File: config.mk
export PLATFORM = sky130hd
export DESIGN_NAME = shiftreg_seq
export DESIGN_NICKNAME = d
export VERILOG_FILES = /design/src/rtl/shiftreg_seq.sv
export SDC_FILE = /design/constraint.sdc
export NUM_CORES = 1
export LEC_CHECK = 0
export CORE_ASPECT_RATIO = 0.7
export CORE_MARGIN = 2
export CORE_UTILIZATION = 46
export CTS_CLUSTER_SIZE = 14
export DETAILED_ROUTE_END_ITERATION = 16
export HOLD_SLACK_MARGIN = 0.08
export PLACE_DENSITY = 0.78
export SYNTH_ARGS = -nofsm -noshare
export SYNTH_HDL_FRONTEND = slang
export SYNTH_SLANG_ARGS = --single-unit
File: constraint.sdc
create_clock -name clk -period 1.7 [get_ports clk]
set_input_delay 0.255 -clock clk [delete_from_list [all_inputs] [get_ports clk]]
set_output_delay 0.255 -clock clk [all_outputs]
set_load 0.01 [all_outputs]
File: src/rtl/shiftreg_seq.sv
// Sequenced N-bit shift/rotate register: single-cycle HOLD/LOAD/CLR, multi-cycle
// shift, rotate and arithmetic-shift runs of up to N steps with busy/done handshake.
module shiftreg_seq #(
  parameter int N = 8,
  localparam int CW = $clog2(N + 1)
) (
  input  logic          clk,
  input  logic          rst,
  input  logic          start,
  input  logic [2:0]    op,
  input  logic [CW-1:0] amount,
  input  logic          shift_in,
  input  logic [N-1:0]  d,
  output logic [N-1:0]  q,
  output logic          busy,
  output logic          done,
  output logic          shift_out_left,
  output logic          shift_out_right
);

  localparam logic [2:0] OP_HOLD = 3'b000;
  localparam logic [2:0] OP_SHL  = 3'b001;
  localparam logic [2:0] OP_SHR  = 3'b010;
  localparam logic [2:0] OP_LOAD = 3'b011;
  localparam logic [2:0] OP_ROL  = 3'b100;
  localparam logic [2:0] OP_ROR  = 3'b101;
  localparam logic [2:0] OP_ASR  = 3'b110;
  localparam logic [2:0] OP_CLR  = 3'b111;

  typedef enum logic [0:0] {
    S_IDLE = 1'b0,
    S_RUN  = 1'b1
  } state_t;

  state_t        state, state_nx;
  logic [CW-1:0] cnt, cnt_nx;
  logic [2:0]    op_lat, op_lat_nx;
  logic [N-1:0]  q_nx;
  logic          busy_nx, done_nx;
  logic [CW-1:0] amount_clamped;

  // One single-bit step of a shift/rotate op; non-shift codes leave the value alone.
  function automatic logic [N-1:0] step(input logic [2:0] o, input logic [N-1:0] v,
                                        input logic si);
    logic [N-1:0] r;
    case (o)
      OP_SHL:  r = {v[N-2:0], si};
      OP_SHR:  r = {si, v[N-1:1]};
      OP_ROL:  r = {v[N-2:0], v[N-1]};
      OP_ROR:  r = {v[0], v[N-1:1]};
      OP_ASR:  r = {v[N-1], v[N-1:1]};
      default: r = v;
    endcase
    return r;
  endfunction

  assign amount_clamped  = (amount > CW'(N)) ? CW'(N) : amount;
  assign shift_out_left  = q[N-1];
  assign shift_out_right = q[0];

  // Next-state, counter, latched op and registered-output logic.
  always_comb begin
    state_nx  = state;
    cnt_nx    = cnt;
    op_lat_nx = op_lat;
    q_nx      = q;
    busy_nx   = busy;
    done_nx   = 1'b0;
    case (state)
      S_IDLE: begin
        busy_nx = 1'b0;
        if (start) begin
          case (op)
            OP_HOLD: done_nx = 1'b1;
            OP_LOAD: begin
              q_nx    = d;
              done_nx = 1'b1;
            end
            OP_CLR: begin
              q_nx    = '0;
              done_nx = 1'b1;
            end
            default: begin
              if (amount == '0) begin
                done_nx = 1'b1;
              end else begin
                state_nx  = S_RUN;
                cnt_nx    = amount_clamped;
                op_lat_nx = op;
                busy_nx   = 1'b1;
              end
            end
          endcase
        end else begin
          done_nx = 1'b0;
        end
      end
      S_RUN: begin
        q_nx   = step(op_lat, q, shift_in);
        cnt_nx = cnt - CW'(1);
        if (cnt == CW'(1)) begin
          state_nx = S_IDLE;
          busy_nx  = 1'b0;
          done_nx  = 1'b1;
        end else begin
          busy_nx  = 1'b1;
        end
      end
      default: begin
        state_nx = S_IDLE;
        cnt_nx   = '0;
        busy_nx  = 1'b0;
      end
    endcase
  end

  // State and output registers; reset wins over any start or run step.
  always_ff @(posedge clk) begin
    if (rst) begin
      state  <= S_IDLE;
      cnt    <= '0;
      op_lat <= OP_HOLD;
      q      <= '0;
      busy   <= 1'b0;
      done   <= 1'b0;
    end else begin
      state  <= state_nx;
      cnt    <= cnt_nx;
      op_lat <= op_lat_nx;
      q      <= q_nx;
      busy   <= busy_nx;
      done   <= done_nx;
    end
  end

endmodule
==> summary.md, run 1 <==
| Metric | Value |
|---|---|
| Worst reg2reg path endpoint | `q[6]` |
| Max Cap Viol | `0` |
| Routed Wire Length | `2910 um` |
| Worst-margin pin slew | `0.492 ns` |
| Avg Vias per Cell | `5.47` |
| CTS tree | `built` |
| Post-DP Area | `1490 um2` |
| Clk root buf | `clkbuf_4` |
| Fin. Hold Viols | `0` |
| Largest family of logic cells by synthesized area | `simple AND/OR/NAND/NOR gates` |
| Setup Skew | `0.0115 ns` |
| Post-route setup TNS | `0 ns` |
| Adder-cell area share of the yosys netlist | `2.35%` |
| Post-CTS setup repair buffer count | `0` |
| Min cycle time layout | `1.61 ns` |
| Post-Synth XOR/XNOR Area | `0%` |
| Clock Latency Late Sink | `0.30 ns` |
| Syn_nets | `147` |
| CP Cell Sequence | `clkdlybuf4s50_1` |
| Crit path required time | `1.44 ns` |
| Hold path depth | `3` |
| Crit. path cell count | `1` |
| Fmax | `619 MHz` |
| GPL Wtd Cong | `0.826` |
| Post-synthesis mux area share | `7.05%` |
| Port Buffers | `30` |
| M2 GR Usage | `37.3%` |
| Slew HR | `66.8%` |
| Highest fanout seen on the critical path | `10` |
| Crit path kind | `reg -> out` |
| Async SR Flop Fraction | `0%` |
| Via Count | `1104` |
| Worst Path Buf+Inv | `1` |
| 1st-pass router iterations | `4` |
| Worst R2R Setup Slack | `0.12 ns` |
| M1 GR Usage | `32.0%` |
| Initial antenna violation count | `0` |
| Routed len/inst | `14.4 um` |
| Reg2Reg Depth | `4` |
| DRC | `0` |
| WHS Endpoint | `q[5]` |
| Starting DRC count in detailed routing | `75` |
| Synthesized area | `1060 um2` |
| Hold/Removal Path Class | `in -> reg` |
| Synthesized flop and latch total | `17` |
| Max-slew violation count | `0` |
| Layout area overhead | `43.2%` |
| Peak supply drop | `495 uV` |
| M3 GR Usage | `7.31%` |
| Die width | `61.5 um` |
| Synth unique cells | `45` |
| Register area share after synthesis | `32.0%` |
| Tot Pwr | `0.00107 W` |
| # IOs | `31` |
| Post-synthesis compound-gate area fraction | `25.3%` |
| Avg Inst Size Synth | `8.45 um2` |
| Largest net degree at the start of global routing | `11` |
| Endpoints failing setup | `0` |
| Simple-gate share of the synthesized area | `26.1%` |
| Final ANT Viol Nets | `0` |
| H-tree Lvls | `1` |
| Initial Util | `49.0%` |
| RSZ-0062 raised after global routing | `false` |
| CTS Buffer Depth | `2` |
| Busiest grt layer | `met2` |
| Hold_buf cts | `0` |
| Post-synth EDFFs | `0` |
| Fraction of layout instances using a drive strength above 1 | `23.5%` |
| CP startpoint kind | `flop` |
| Die H | `44.3 um` |
| DP HPWL | `2270 um` |
| CP max-delay cell | `clkdlybuf4s50_1` |
| All-Layer GR Usage | `23.5%` |
| CP top delay family | `buffers and inverters` |
| Vias in the first global route | `1079` |
| Mapped Cells | `126` |
| Critical R2R Launch | `op_lat[1]` |
| Crit. End Element | `primary output` |
| Total clock sinks | `17` |
| GR Overflow Total | `0` |
| Hold path start | `d[5]` |
| Die area | `2720 um2` |
| Placement row count | `14` |
| Synth Warn # | `0` |
| Core Region | `2170 um2` |
| Leakage | `0.572 nW` |
| Worst-path clk slew | `0.11 ns` |
| Placed Cells incl. Taps | `198` |
| N_diodes | `0` |
| Power per cell area | `703 nW/um2` |
| Fin nets | `192` |
| Synth Flop Type | `dfxtp_1` |
| Num CTS Buffers | `3` |
| Final Instance Area | `1530 um2` |
| Final cell count without fillers | `202` |
| Status | `finished, final reports clean` |
| Final worst-path cycle share | `95.0%` |
| CP max stage delay | `0.58 ns` |
| Fin util | `70.2%` |
| Worst Path Arrival | `1.36 ns` |
| First-pass GRT wire length | `4670 um` |
-- worst max path at each step --
stage	endpoint	startpoint	slack (ns)
6_report	busy	state	0.09
3_5_place_dp	q[1]	op[0]	-0.12
2_1_floorplan	cnt[3]	state	0.16
5_1_grt	q[6]	op_lat[1]	0.03
3_3_place_gp	q[4]	op[1]	-0.1
4_1_cts	q[1]	op_lat[2]	0.04
-- cells in the final DEF (no fill, tap or decap), types with 2 or more instances in the layout --
master,instances
a21boi_0,2
a21oi_1,6
a311oi_1,6
and3_1,2
buf_4,20
clkbuf_4,3
clkdlybuf4s50_1,30
dfxtp_1,14
dfxtp_2,3
ha_1,2
inv_1,4
mux2_2,4
mux2i_1,3
nand2_1,16
nand3_1,5
nand3b_1,2
nor2_1,16
nor3_1,3
o31ai_1,2
-- registers in the layout, summed over array words and instances (netlist names) --
register,flops
q,8
cnt,4
op_lat,3
done,1
state,1
-- per-stage QoR --
stage	setup slack (ns)	hold slack (ns)
5_1_grt	0.0278	0.517
3_3_place_gp	-0.0954	0.507
3_5_place_dp	-0.120	0.509
6_report	0.0852	0.514
4_1_cts	0.0401	0.515
2_1_floorplan	0.165	0.402
-- area by class of cell --
| cell class | count | area, um2 |
|---|---|---|
| Inverter | 4 | 15.0 |
| Sequential cell | 17 | 344 |
| Clock inverter | 1 | 5.00 |
| Tap cell | 32 | 40.0 |
| Clock buffer | 3 | 22.5 |
| Fill cell | 191 | 647 |
| Multi-Input combinational cell | 95 | 648 |
| Timing Repair Buffer | 50 | 450 |
-- synthesized netlist by cell type (3+ instances only) --
library cell / count / area, um2
a21oi_1: 6 / 30.0
a311oi_1: 6 / 52.6
clkbuf_1: 3 / 11.3
dfxtp_1: 17 / 340
inv_1: 4 / 15.0
mux2_2: 4 / 45.0
mux2i_1: 3 / 30.0
nand2_1: 16 / 60.1
nand3_1: 5 / 25.0
nor2_1: 16 / 60.1
nor3_1: 3 / 15.0
-- routing by layer --
layer	vias to the layer above	share of wire (%)
met5	-	0
met2	45	45
met1	506	48
met3	2	7.1
li1	551	-
met4	0	0.38
-- logic make-up after synthesis --
family | count (synthesis)
buffers and inverters | 14
AOI/OAI and AO/OA | 33
adders and majority gates | 2
muxes | 7
DFF | 17
and+or+nand+nor | 53
-- report_power, final --
| part | switching (W) | internal (W) |
|---|---|---|
| Combinational | 0.000158 | 0.000203 |
| Clock | 0.000141 | 0.0000878 |
| Sequential | 0.0000464 | 0.000437 |
-- repair_timing --
item / 4_1_cts / 5_1_grt
gates cloned: 0 / 0
resized for setup: 1 / 3
pin swaps: 0 / 1
setup endpoints to repair: 1 / 4
(Power assumes the default switching activity.)
==> run 2: changes to the inputs <==
- CORE_UTILIZATION: 46 -> 50
- DONT_BUFFER_PORTS: unset -> 1
- PLACE_DENSITY: 0.78 -> unset
==> run 2 against run 1 <==
Clock skew shrank 0.0080 ns. Via count shrank 13%. Design area shrank 25%. Worst setup slack gained 0.022 ns. Wire length shrank 15%. Cell count shrank 24%. Critical endpoint is now q[5]. Sequential share of layout area grew 7.2 points. Critical path depth grew 3. Largest cell class unchanged. Clock power is essentially flat. Die area shrank 7.4%. Largest power group unchanged. Critical path type is now reg -> reg. Sequential power grew 1%. First-iteration DRC count shrank 39%. Highest routed layer unchanged.
==> summary.md, run 2 (synthesized netlist as in run 1, its figures left out) <==
| Metric | Value |
|---|---|
| Core Region | `1940 um2` |
| Post-DP Area | `1100 um2` |
| Final ANT Viol Nets | `0` |
| Most frequent cells in the layout | `nand2_1 (16), nor2_1 (16), dfxtp_1 (16), buf_4 (9)` |
| Final Instance Area | `1150 um2` |
| Peak supply drop | `470 uV` |
| Die H | `42.6 um` |
| Initial Util | `55.0%` |
| Fin util | `59.3%` |
| Num CTS Buffers | `3` |
| Largest Register | `q` |
| Total clock sinks | `17` |
| Fraction of layout instances using a drive strength above 1 | `20.6%` |
| N_diodes | `0` |
| H-tree Lvls | `1` |
| CP startpoint kind | `flop` |
| Fmax | `628 MHz` |
| Final worst slack | `0.107 ns` |
| Largest net degree at the start of global routing | `16` |
| Routed len/inst | `16.2 um` |
| Via Count | `964` |
| Fin. Hold Viols | `0` |
| GR Overflow Total | `0` |
| Worst-path clk slew | `0.10 ns` |
| Leakage | `0.412 nW` |
| First-pass GRT wire length | `3970 um` |
| 1st-pass router iterations | `4` |
| Setup Skew | `0.00350 ns` |
| Top flop regs | `q x8, cnt x4, op_lat x3` |
| M1 GR Usage | `31.0%` |
| CTS tree | `built` |
| DP HPWL | `1780 um` |
| M3 GR Usage | `8.64%` |
| Busiest grt layer | `met1` |
| Final cell count without fillers | `153` |
| Min cycle time layout | `1.59 ns` |
| GPL Wtd Cong | `0.847` |
| Endpoints failing setup | `0` |
| DRC | `0` |
| Avg Vias per Cell | `6.30` |
| Worst-margin pin slew | `0.627 ns` |
| All-Layer GR Usage | `20.9%` |
| Die area | `2520 um2` |
| Crit path required time | `1.92 ns` |
| Crit. End Element | `flop` |
| M2 GR Usage | `27.8%` |
| Post-route setup TNS | `0 ns` |
| Highest fanout seen on the critical path | `8` |
| Max-slew violation count | `0` |
| Die width | `59.2 um` |
| CTS Buffer Depth | `2` |
| Layout area overhead | `7.76%` |
| Vias in the first global route | `833` |
| Clk root buf | `clkbuf_4` |
| Port Buffers | `0` |
| Clock Latency Late Sink | `0.31 ns` |
| # IOs | `31` |
| Power per cell area | `827 nW/um2` |
| Slew HR | `58.1%` |
| Dpl ws | `0.0970 ns` |
| Initial antenna violation count | `0` |
| Placed Cells incl. Taps | `147` |
| Largest register FFs | `8` |
| Max Cap Viol | `0` |
| Hold/Removal Path Class | `in -> reg` |
| Final worst-path cycle share | `93.7%` |
| Crit path kind | `reg -> reg` |
| Placement row count | `13` |
| RSZ-0062 raised after global routing | `false` |
| Routed Wire Length | `2490 um` |
| Worst Path Arrival | `1.81 ns` |
| Starting DRC count in detailed routing | `46` |
| Fin nets | `153` |
| Status | `finished, final reports clean` |
## run 2: cell count changes in the layout (fill, tap and decap cells not counted)
cell and delta:
buf_4 -11, clkdlybuf4s50_1 -30, dfxtp_2 -2, dlygate4sd3_1 +2
dfxtp_1 +2
## run 2: power by group
part	total, W	switching (W)	internal (W)
clock	0.000230	0.000142	0.0000881
combinational	0.000229	0.000119	0.000110
sequential	0.000490	0.0000537	0.000436
total	0.000949	0.000315	0.000634
## run 2: worst paths after layout
path,startpoint,endpoint,slack (ns),depth (start not counted)
max reg2reg,op_lat[2],q[5],0.11,4
min reg2reg,q[4],q[4],0.57,2
min,amount[1],cnt[1],0.09,2
max,op_lat[2],q[5],0.11,4
## run 2: timing repair
item	4_1_cts	5_1_grt
setup endpoints to repair	0	3
resized for setup	0	2
setup buffers	0	0
hold endpoints to repair	15	1
hold buffers	1	1
## run 2: layout make-up
cell class	count	area, um2
inverters	4	15.0
repair buffers	11	87.6
flip-flops and latches	17	342
well taps	22	27.5
clock buffers	3	22.5
clock inverters	1	5.00
multi-input cells	95	648
fillers	186	788
## run 2: stage by stage
stage	hold WS, ns	power [W]
floorplan	0.402	0.000673
global placement	0.325	0.000714
detailed placement	0.327	0.000716
CTS	0.0856	0.000957
global route	0.0807	0.00101
finish	0.0921	0.000949
## run 2: per-layer routing
layer  up-vias  share of wire [%]  wire (um)
li1        476                  -          -
met1       439                 48       1190
met5         -                  0          0
met2        47                 42       1050
met3         2                9.5        237
met4         0               0.32          8
## run 2: critical path: stages, from the launching register on
cell and delay, ns:
dfxtp_1 0.37, or3_1 0.41, a32o_2 0.33, buf_4 0.18, a311oi_1 0.22
